`src/rtl/dcache_wb_controller.sv`:
```
`default_nettype none
// ============================================================================
// Module   : dcache_wb_controller
// Brief    : Direct-mapped write-back / write-allocate data cache that issues
//            whole-line writeback and refill requests to the block glue.
// Revision : 1.0 - initial release
// ============================================================================
module dcache_wb_controller #(
   parameter int BLOCKS = 4,
   parameter int SETS   = 16
) (
   input  logic                 clock,
   input  logic                 reset,
   input  logic                 cpu_req,
   input  logic [31:0]          cpu_addr,
   input  logic                 cpu_we,
   input  logic [31:0]          cpu_wdata,
   output logic [31:0]          cpu_rdata,
   output logic                 cpu_stall,
   output logic                 mem_req,
   output logic [31:0]          mem_addr,
   output logic                 mem_we,
   output logic [BLOCKS*32-1:0] mem_write_block,
   input  logic [BLOCKS*32-1:0] mem_read_block,
   input  logic                 mem_miss
);

   localparam int c_OFF = $clog2(BLOCKS);
   localparam int c_IDX = $clog2(SETS);
   localparam int c_TAG = 32 - c_OFF - c_IDX - 2;

   typedef enum logic [1:0] {
      COMPARE   = 2'd0,
      WRITEBACK = 2'd1,
      REFILL    = 2'd2
   } state_t;

   state_t r_state;
   state_t w_next;

   logic [SETS-1:0]  r_valid;
   logic [SETS-1:0]  r_dirty;
   logic [c_TAG-1:0] r_tag  [SETS];
   logic [31:0]      r_data [SETS][BLOCKS];

   logic [c_OFF-1:0] w_off;
   logic [c_IDX-1:0] w_idx;
   logic [c_TAG-1:0] w_tag;
   logic             w_hit;
   logic             w_wr_hit;
   logic             w_wb_done;
   logic             w_rf_done;
   logic [BLOCKS*32-1:0] w_victim_blk;
   logic             w_unused;

   assign w_off    = cpu_addr[c_OFF+1:2];
   assign w_idx    = cpu_addr[c_OFF+c_IDX+1:c_OFF+2];
   assign w_tag    = cpu_addr[31:c_OFF+c_IDX+2];
   assign w_unused = ^cpu_addr[1:0];
   assign w_hit    = cpu_req & r_valid[w_idx] & (r_tag[w_idx] == w_tag);

   // Word 0 of the line sits in the least significant lane of the block bus.
   for (genvar g = 0; g < BLOCKS; g++) begin : g_victim
      assign w_victim_blk[g*32 +: 32] = r_data[w_idx][g];
   end

   always_ff @(posedge clock or negedge reset) begin
      if (!reset) begin
         r_state <= COMPARE;
      end else begin
         r_state <= w_next;
      end
   end

   always_comb begin
      w_next          = r_state;
      mem_req         = 1'b0;
      mem_we          = 1'b0;
      mem_addr        = 32'd0;
      mem_write_block = '0;
      cpu_stall       = 1'b0;
      cpu_rdata       = 32'd0;
      w_wr_hit        = 1'b0;
      w_wb_done       = 1'b0;
      w_rf_done       = 1'b0;
      case (r_state)
         COMPARE: begin
            if (cpu_req) begin
               if (w_hit) begin
                  if (cpu_we) begin
                     w_wr_hit = 1'b1;
                  end else begin
                     cpu_rdata = r_data[w_idx][w_off];
                  end
               end else begin
                  cpu_stall = 1'b1;
                  w_next    = (r_valid[w_idx] & r_dirty[w_idx]) ? WRITEBACK : REFILL;
               end
            end
         end
         WRITEBACK: begin
            cpu_stall       = 1'b1;
            mem_req         = 1'b1;
            mem_we          = 1'b1;
            mem_addr        = {r_tag[w_idx], w_idx, {(c_OFF+2){1'b0}}};
            mem_write_block = w_victim_blk;
            // Return through COMPARE so mem_req drops for a cycle between transfers.
            if (!mem_miss) begin
               w_wb_done = 1'b1;
               w_next    = COMPARE;
            end
         end
         REFILL: begin
            cpu_stall = 1'b1;
            mem_req   = 1'b1;
            mem_addr  = {w_tag, w_idx, {(c_OFF+2){1'b0}}};
            if (!mem_miss) begin
               w_rf_done = 1'b1;
               w_next    = COMPARE;
            end
         end
         default: begin
            w_next = COMPARE;
         end
      endcase
      if (!reset) begin
         cpu_stall = 1'b0;
         cpu_rdata = 32'd0;
         w_wr_hit  = 1'b0;
      end
   end

   always_ff @(posedge clock or negedge reset) begin
      if (!reset) begin
         r_valid <= '0;
         r_dirty <= '0;
      end else begin
         if (w_rf_done) begin
            r_valid[w_idx] <= 1'b1;
            r_dirty[w_idx] <= 1'b0;
         end
         if (w_wb_done) begin
            r_dirty[w_idx] <= 1'b0;
         end
         if (w_wr_hit) begin
            r_dirty[w_idx] <= 1'b1;
         end
      end
   end

   // Tag and data arrays carry no reset; valid qualifies their contents.
   always_ff @(posedge clock) begin
      if (w_rf_done) begin
         r_tag[w_idx] <= w_tag;
         for (int i = 0; i < BLOCKS; i++) begin
            r_data[w_idx][i] <= mem_read_block[i*32 +: 32];
         end
      end
      if (w_wr_hit) begin
         r_data[w_idx][w_off] <= cpu_wdata;
      end
   end

endmodule
`default_nettype wire
```
`config.mk`:
```
export PLATFORM = sky130hd
export DESIGN_NAME = dcache_wb_controller
export DESIGN_NICKNAME = d
export VERILOG_FILES = /design/src/rtl/dcache_wb_controller.sv
export SDC_FILE = /design/constraint.sdc
export NUM_CORES = 2
export LEC_CHECK = 0
export CORE_AREA = 2 2 630 632
export DETAILED_ROUTE_END_ITERATION = 12
export DIE_AREA = 0 0 632 634
export HOLD_SLACK_MARGIN = 0.02
export RECOVER_POWER = 100
export SYNTH_ARGS = -nofsm -noshare
export SYNTH_HDL_FRONTEND = slang
export SYNTH_SLANG_ARGS = --single-unit
```
`constraint.sdc`:
```
create_clock -name clock -period 5.9 [get_ports clock]
set_input_delay 1.18 -clock clock [delete_from_list [all_inputs] [get_ports clock]]
set_output_delay 1.18 -clock clock [all_outputs]
set_load 0.005 [all_outputs]
```
==> run_results.csv <==
group,metric,value,unit
run_status,status,"complete, but fails checks",
run_status,violations,"max-capacitance violations, max-slew violations",
synth,synth_ff_type,"edfxtp_1",
pwr,irDropWorstVdd,0.000240,V
clocking,clkSlewWorstSetupHoldPaths,60,ps
grt,antenna_found_initial,77,
drt,drt_pre_antenna_iters,5,
synth,syn_inst,4315,
floorplan,core,394000,um2
floorplan,rows,231,
clocking,cts_buffer_depth,4,
setup_path,crit_slowest_cell,"or4_4",
sta,fin_ws,24.5,ps
grt,grt_pass1_vias,50600,
sta,relSlewSlack,-1.19,
synth,synthTopCellsByCount,"edfxtp_1, mux4_2, clkbuf_1",
synth,synth_top_area_share,0.744,
drt,wire_per_inst,29.7,um
sta,rsz0062_at_grt,"yes",
synth,yosysMostFrequentCell,"edfxtp_1",
floorplan,die_w,632,um
synth,yosysTopAreaCell,"edfxtp_1",
clocking,clockRootBuffer,"clkbuf_16",
synth,ys_seq_area_frac,0.752,
grt,grt-ovfl-total,0,
setup_path,worstPathArrival,4700,ps
synth,ys_warn_count,0,
synth,synth.distinct_cells,64,
sta,finalHoldViolations,0,
sta,finalSetupViolCount,0,
min_path,hold_path.class,"reg -> reg",
sta,max_freq,170,MHz
floorplan,num_io_pins,392,
drt,drt_iter0_markers,5825,
synth,synth_area_leaders,"edfxtp_1, mux4_2, mux2_2",
setup_path,required,4720,ps
setup_path,critPathMaxFanout,8,
pwr,p_leak,0.0381,uW
clocking,cts_buffers,232,
sta,finalCritPeriodShare,0.996,
grt,grtUsageTotal,0.154,
floorplan,die_y,634,um
drt,via_per_inst,4.69,
final_layout,final_net_count,5422,
grt,grt_pass1_wl,429,mm
grt,grt_max_degree,142,
floorplan,die-area,401000,um2
setup_path,worstSetupEndpointType,"primary output",
synth,synth-edff-count,2432,
sta,period_needed,5880,ps
placement,dpl.hpwl,207,mm
clocking,cts_max_level,4,
synth,async_flop_share,0.0138,
clocking,cts_tree,"done",
placement,portBuffers,385,
setup_path,crit_path_frequent_cell,"buf_16",
final_layout,syn_to_final_growth,24.6,%
floorplan,start_util,0.249,
synth,syn_area,98200,um2
final_layout,drive_gt1_frac,0.353,
drt,drt-total-wl,319,mm
pwr,power_density,312,nW/um2
setup_path,r2r_start,"r_state[0]",
setup_path,startpoint,"cpu_addr[4]",
setup_path,cp-start-kind,"primary input",
min_path,hp-start,"r_valid[6]",
drt,ant_nets,0,
job,cap_violations,16,
clocking,clock_sinks,2466,
sta,worst_pin_slew,3270,ps
setup_path,critPathKind,"in -> out",
clocking,clk_latency,940,ps
clocking,hold_buffers,0,
setup_path,max_stage_delay,500,ps
sta,skew,114,ps
placement,pre_cts_ws,-750,ps
sta,drv_slew,341,
synth,yosys_register_bits,2466,
synth,synth_area_per_cell,22.8,um2
setup_path,path_cells,"buf_16 -> buf_16 -> buf_4 -> buf_12 -> buf_4 -> mux4_2 -> xnor2_1 -> a21oi_1 -> or4_4 -> o22ai_4 -> nand2_2 -> or4_4 -> buf_12 -> buf_16 -> buf_6 -> nor2b_1 -> buf_2",
drt,drc,0,
placement,place.gp.congestion,0.816,
drt,vias,50300,
sta,hold_ws,468,ps
## worst paths after layout
kind	end	slack, ps	depth (start not counted)
min	r_valid[6]	470	1
max in group asynchronous	r_dirty[4]	3570	2
max	cpu_rdata[30]	20	17
max reg2reg	r_tag[15][4]	370	6
min reg2reg	r_valid[6]	470	1
min in group asynchronous	r_state[1]	1120	2
## flip-flops by register name, summed over array words and instances, names as in the netlist
register / count
r_data: 2048
r_dirty: 16
r_state: 2
r_tag: 384
r_valid: 16
## power breakdown
part | internal [uW] | total [uW] | switching, uW
Clock | 8510 | 15000 | 6520
Sequential | 19600 | 19700 | 81.1
Combinational | 1390 | 3470 | 2080
## critical path, delay by kind of cell
kind,cells,cell delay [ps]
buf+inv,9,1300
simple gates,4,1160
mux,1,450
compound gates,2,380
xor+xnor,1,170
## layout make-up
| type | count | area, um2 |
|---|---|---|
| Antenna cell | 77 | 193 |
| Clock buffer | 271 | 6040 |
| Clock inverter | 149 | 1460 |
| Fill cell | 37600 | 272000 |
| Inverter | 12 | 45.0 |
| Multi-Input combinational cell | 1580 | 24200 |
| Sequential cell | 2466 | 73900 |
| Tap cell | 5242 | 6560 |
| Timing Repair Buffer | 929 | 9980 |
## layout by cell type (no fill, tap or decap), types with 7 or more instances in the layout
| cell | n |
|---|---|
| edfxtp_1 | 2432 |
| mux4_2 | 762 |
| buf_4 | 326 |
| clkdlybuf4s50_1 | 317 |
| clkbuf_16 | 237 |
| buf_12 | 155 |
| and2_1 | 131 |
| mux2_2 | 128 |
| mux2i_1 | 79 |
| diode_2 | 77 |
| clkbuf_1 | 74 |
| a21oi_4 | 64 |
| nand2_1 | 59 |
| clkinv_1 | 56 |
| clkinv_2 | 43 |
| nor2_1 | 41 |
| dfrtp_1 | 34 |
| a22oi_1 | 32 |
| o21ai_0 | 30 |
| buf_2 | 30 |
| nor2b_1 | 29 |
| bufinv_16 | 28 |
| dlygate4sd3_1 | 19 |
| or2_2 | 18 |
| o31ai_1 | 17 |
| xor2_1 | 14 |
| nand3_1 | 13 |
| a21oi_1 | 13 |
| xnor2_1 | 12 |
| buf_16 | 12 |
| buf_6 | 12 |
| clkinvlp_4 | 10 |
| inv_1 | 9 |
| nand2b_1 | 7 |
## what timing repair did
action,in CTS,in global routing
setup buffers,20,14
setup endpoints to repair,66,34
resized for setup,174,53
pin swaps,4,8
gates cloned,8,2
## layer usage
metal	vias up	global-route usage	part of all wire
li1	20200	-	-
met3	485	0.0257	0.070
met5	-	0	0.00036
met2	2190	0.269	0.51
met4	18	0.0769	0.052
met1	27400	0.184	0.36
## kinds of logic after synthesis
group / synth area share
adders and majority gates: 0.000510
buffers and inverters: 0.0121
DFF: 0.752
AOI/OAI and AO/OA: 0.0136
xor gates and xnor gates: 0.00268
and+or+nand+nor: 0.0199
muxes: 0.199
other: 0.0000382
## stage by stage
| step | TNS (ps) | utilization | instance area, um2 | power [uW] | std cells |
|---|---|---|---|---|---|
| after floorplan | -290250 | - | 98300 | 21600 | 4318 |
| after global placement | -24140 | 0.289 | 114000 | 23400 | 10200 |
| after detailed placement | -24910 | 0.289 | 114000 | 23500 | 10200 |
| after CTS | -173 | 0.310 | 122000 | 38400 | 10600 |
| after global routing | -224 | 0.310 | 122000 | 39100 | 10700 |
| final | 0 | 0.310 | 122000 | 38100 | 10700 |
No activity file was read; power rests on OpenSTA's default activity.
